File: src/rtl/spi_bus_arbiter.sv
// Two-client arbiter for a shared SPI byte engine.
// It grants the engine for a whole transaction and enforces a chip-select gap between transactions.
module spi_bus_arbiter #(
    parameter int GAP_CYCLES = 8
) (
    input  logic       clk,
    input  logic       rst,
    input  logic       req0,
    input  logic       req1,
    output logic       gnt0,
    output logic       gnt1,
    input  logic       begin0,
    input  logic       begin1,
    input  logic [7:0] send0,
    input  logic [7:0] send1,
    output logic       done0,
    output logic       done1,
    output logic [7:0] rdata0,
    output logic [7:0] rdata1,
    output logic       eng_begin,
    output logic [7:0] eng_send,
    input  logic       eng_end,
    input  logic [7:0] eng_rdata,
    output logic       eng_ss,
    output logic [1:0] cs_n
);

    typedef enum logic [1:0] {
        IDLE   = 2'd0,
        GRANT0 = 2'd1,
        GRANT1 = 2'd2,
        GAP    = 2'd3
    } state_t;

    localparam logic [7:0] GAP_LAST = 8'(GAP_CYCLES - 1);

    state_t     state;
    state_t     state_nxt;
    logic [7:0] gap_cnt;
    logic       last;
    logic       inflight;
    logic       fire;
    logic       fin;
    logic       sel;

    assign sel = (state == GRANT1);

    always_comb begin
        state_nxt = state;
        fire      = 1'b0;
        fin       = 1'b0;
        case (state)
            IDLE: begin
                // On a tie, the client that was not served last wins.
                if (req0 && (!req1 || last))
                    state_nxt = GRANT0;
                else if (req1)
                    state_nxt = GRANT1;
            end
            GRANT0: begin
                fin  = inflight && eng_end;
                fire = !inflight && begin0;
                if (!req0 && !inflight && !begin0)
                    state_nxt = GAP;
            end
            GRANT1: begin
                fin  = inflight && eng_end;
                fire = !inflight && begin1;
                if (!req1 && !inflight && !begin1)
                    state_nxt = GAP;
            end
            GAP: begin
                if (gap_cnt == GAP_LAST)
                    state_nxt = IDLE;
            end
            default: state_nxt = IDLE;
        endcase
    end

    always_ff @(posedge clk) begin
        if (!rst) begin
            state     <= IDLE;
            gap_cnt   <= 8'd0;
            last      <= 1'b1;
            inflight  <= 1'b0;
            gnt0      <= 1'b0;
            gnt1      <= 1'b0;
            cs_n      <= 2'b11;
            eng_ss    <= 1'b1;
            eng_begin <= 1'b0;
            eng_send  <= 8'h00;
            done0     <= 1'b0;
            done1     <= 1'b0;
            rdata0    <= 8'h00;
            rdata1    <= 8'h00;
        end else begin
            state   <= state_nxt;
            gap_cnt <= (state == GAP) ? gap_cnt + 8'd1 : 8'd0;
            if (state == IDLE && state_nxt != IDLE)
                last <= (state_nxt == GRANT1);
            gnt0      <= (state_nxt == GRANT0);
            gnt1      <= (state_nxt == GRANT1);
            cs_n      <= {state_nxt != GRANT1, state_nxt != GRANT0};
            eng_ss    <= !(state_nxt == GRANT0 || state_nxt == GRANT1);
            eng_begin <= fire;
            done0     <= fin && !sel;
            done1     <= fin && sel;
            if (fire) begin
                eng_send <= sel ? send1 : send0;
                inflight <= 1'b1;
            end
            if (fin) begin
                inflight <= 1'b0;
                if (sel)
                    rdata1 <= eng_rdata;
                else
                    rdata0 <= eng_rdata;
            end
        end
    end

endmodule

File: config.mk
export PLATFORM = sky130hd
export DESIGN_NAME = spi_bus_arbiter
export DESIGN_NICKNAME = d
export VERILOG_FILES = /design/src/rtl/spi_bus_arbiter.sv
export SDC_FILE = /design/constraint.sdc
export NUM_CORES = 1
export LEC_CHECK = 0
export BUFFER_PORTS_ARGS = -buffer_cell sky130_fd_sc_hd__buf_4
export CORE_ASPECT_RATIO = 1.2
export CORE_MARGIN = 4
export CORE_UTILIZATION = 37
export CTS_CLUSTER_SIZE = 16
export DETAILED_ROUTE_END_ITERATION = 12
export PLACE_DENSITY_LB_ADDON = 0.08
export SETUP_SLACK_MARGIN = 0.5
export SLEW_MARGIN = 20
export SYNTH_ARGS = -nofsm -noshare
export SYNTH_HDL_FRONTEND = slang
export SYNTH_SLANG_ARGS = --single-unit
File: constraint.sdc
create_clock -name clk -period 2.65 [get_ports clk]
set_input_delay 0.3975 -clock clk [delete_from_list [all_inputs] [get_ports clk]]
set_output_delay 0.3975 -clock clk [all_outputs]
set_load 0.05 [all_outputs]
==> impl_metrics.yaml <==
grt:
  grt_remaining_overflow: 0
  grt_usage_pct: 14.2
  grt_pass1_wl_mm: 6.99
  grt_start_max_net_pins: 39
  grt_antenna_before_repair: 0
  grt_pass1_vias: 1495
placed_design:
  dpl.hpwl_mm: 3.02
  gp_congestion: 0.796
  place_ws_ns: 0.420
  placed_area_um2: 2440
  numPortBuffers: 62
outcome:
  status: "completed"
sta:
  maxSlewHeadroom_pct: 57.3
  clock.fmax_mhz: 476
  finalSetupViolations: 0
  fin_ws_ns: 0.550
  tightest_slew_ns: 0.639
  rsz0062_at_grt: "true"
  finalHoldViolCount: 0
  period_needed_ns: 2.10
  fin_setup_tns_ns: 0
  skew_ns: 0.00430
  slew_violations: 0
  fin_crit_sh_pct: 79.2
clock_tree:
  clock_latency_ns: 0.29
  tritoncts: "done"
  cts_inserted_buffers: 5
  root_buffer: "clkbuf_8"
  htreeDepth: 2
  clkSinkCount: 44
  clk_pin_slew_ns: 0.08
  clockBufferDepth: 2
pwr:
  ir_drop_v: 0.000856
  p_total_mw: 2.99
  cellPowerDensity_nw_per_um2: 1100
  leakage_nw: 1.22
finish:
  final_nets: 316
  syn_to_final_growth_pct: 43.3
  final_area_um2: 2720
  layout-drive-gt1-share_pct: 37.1
  seq_area_um2: 890
  diodes: 0
  n_fill_cell: 476
  multi_input_area_um2: 1040
route:
  met2_length_mm: 2.21
  drt_iter0_markers: 59
  routedLengthMet1_mm: 1.84
  wl_met3_um: 264
  wl_per_cell_um: 13.0
  wl_mm: 4.35
  vias: 1598
  vias_per_cell: 4.77
  drc: 0
  first_pass_iters: 4
  postRouteAntennaNets: 0
  top_layer: "met4"
floorplanning:
  start_util_pct: 38.3
  die_area_um2: 6330
  io_pins: 63
  die_w_um: 73.3
  dieHeight_um: 86.4
  rows: 28
  core_um2: 4940
logic_synthesis:
  async_flop_share_pct: 0
  synth.top_cell.area_share_pct: 46.5
  yosys-top-cells-area: "dfxtp_1 46%, nand2_1 9.5%, ha_1 6.6%, a21boi_0 6.3%, mux2i_1 5.3%"
  synth_largest_area_cell: "dfxtp_1"
  syn-num-nets: 243
  ys_types: 32
  synth-edff-count: 0
  seq_area_frac_synth_pct: 46.5
  avgSynthCellArea_um2: 9.38
  syn_area_um2: 1890
  ys_dominant_reg_cell: "dfxtp_1"
  yosys_warnings: 0
  synth_cells: 202
  synth_seq_cells: 44
critical_path:
  slowest_stage: "dfxtp_4"
  required_ns: 2.82
  max_stage_delay_ns: 0.40
  arrival_ns: 2.27
  worst-setup-path-type: "reg -> reg"
  worstPathBufferInverterCount: 2
  crit_path_max_fanout: 5
  reg2reg_depth: 10
  rr_startpoint: "state[1]$_SDFF_PN0_"
  path_depth: 10
  cp_top_family: "simple AND/OR/NAND/NOR gates"
  rrSetupSlack_ns: 0.55
  crit_top_cell: "ha_4"
  startpoint: "state[1]$_SDFF_PN0_"
  path_cells: "ha_4 > inv_4 > o41ai_4 > buf_4 > a21oi_4 > or3_4 > ha_4 > nor2b_2 > mux2i_1 > nand2_1"
  worstSetupStartpointType: "register"
  end_kind: "register"
worst_hold_path:
  hold_start: "eng_rdata[4]"
  hp-class: "in -> reg"
  hold_depth: 3
flow_run:
  cap_violations: 0
-- flip-flops by register name, summed over array words and instances (netlist names) --
signal and cells:
inflight 1, eng_ss 1, cs_n 2, state 2
done0 1, last 1, gnt1 1, gnt0 1
eng_begin 1, rdata0 8, rdata1 8, eng_send 8
done1 1, gap_cnt 8
-- final timing paths --
kind / to
setup / recovery: last$_SDFFE_PN1P_
hold / removal: rdata0[4]$_SDFFE_PN0P_
setup reg to reg: last$_SDFFE_PN1P_
hold reg to reg: gap_cnt[0]$_SDFF_PN0_
-- cells by family (layout without fill, tap and decap cells) --
group	after synthesis	in the layout	synth area share [%]
and+or+nand+nor	84	84	20.4
AOI/OAI and AO/OA	34	34	15.5
xor gates and xnor gates	6	6	2.77
buffers and inverters	14	87	2.91
adders and majority gates	10	10	6.61
muxes	10	10	5.28
DFF	44	44	46.5
-- report_power, final --
part	switching, mW	internal [mW]
clock	0.215	0.371
combinational	0.869	0.647
sequential	0.0832	0.802
total	1.17	1.82
-- cell usage in the layout (no fill, tap or decap), types with 2 or more instances in the layout --
cell type | netlist | final
and2_1 | 6 | 6
ha_2 | 0 | 2
ha_1 | 10 | 6
nor3_1 | 2 | 2
xor2_1 | 4 | 4
nor2b_1 | 3 | 2
nor2_1 | 10 | 10
or3_4 | 0 | 2
clkbuf_8 | 0 | 5
ha_4 | 0 | 2
xnor2_1 | 2 | 2
nand2_1 | 48 | 48
and3_1 | 2 | 2
inv_4 | 0 | 2
buf_4 | 0 | 72
inv_1 | 7 | 4
mux2i_1 | 10 | 10
a21boi_0 | 16 | 16
bufinv_16 | 0 | 2
dfxtp_1 | 44 | 41
o21ai_0 | 2 | 2
o211a_1 | 8 | 8
nand3_1 | 5 | 5
dfxtp_4 | 0 | 2
-- cell usage after synthesis (all sizes together), types with 4 or more instances --
master   n
o211a    8
clkbuf   5
and2     6
a21boi  16
mux2i   10
inv      7
nand3    5
dfxtp   44
ha      10
xor2     4
nor2    10
nand2   48
-- what timing repair did --
item	in CTS	in global routing
setup endpoints to repair	1	4
hold buffers	0	0
buffers inserted	4	5
pin swaps	3	7
gates resized for setup	6	14
-- worst min-delay path: stages --
cell and delay (ns):
buf_4 0.11, nand2_1 0.04, a21boi_0 0.06
-- area by class of cell --
cell class                 instances  share of cell area (%)
clock inverter                     2                    2.21
timing repair buffer              73                    20.3
multi-input combinational        144                    38.2
clock buffer                       5                    2.53
tap                               60                    2.76
inverter                           7                    1.15
sequential                        44                    32.8
-- routing by layer --
| layer | GRT usage, % | up-vias |
|---|---|---|
| met4 | 5.44 | 0 |
| met3 | 3.83 | 2 |
| met1 | 16.5 | 736 |
| li1 | - | 827 |
| met5 | 0 | - |
| met2 | 24.5 | 33 |
-- stage by stage --
| step | util, % | hold WS, ns | instances |
|---|---|---|---|
| 4_1_cts | 53.0 | 0.354 | 330 |
| 6_report | 55.0 | 0.367 | 335 |
| 3_5_place_dp | 49.4 | 0.436 | 319 |
| 3_3_place_gp | 49.4 | 0.427 | 319 |
| 5_1_grt | 55.0 | 0.363 | 335 |
| 2_1_floorplan | - | 0.413 | 202 |
(Power assumes the default switching activity.)
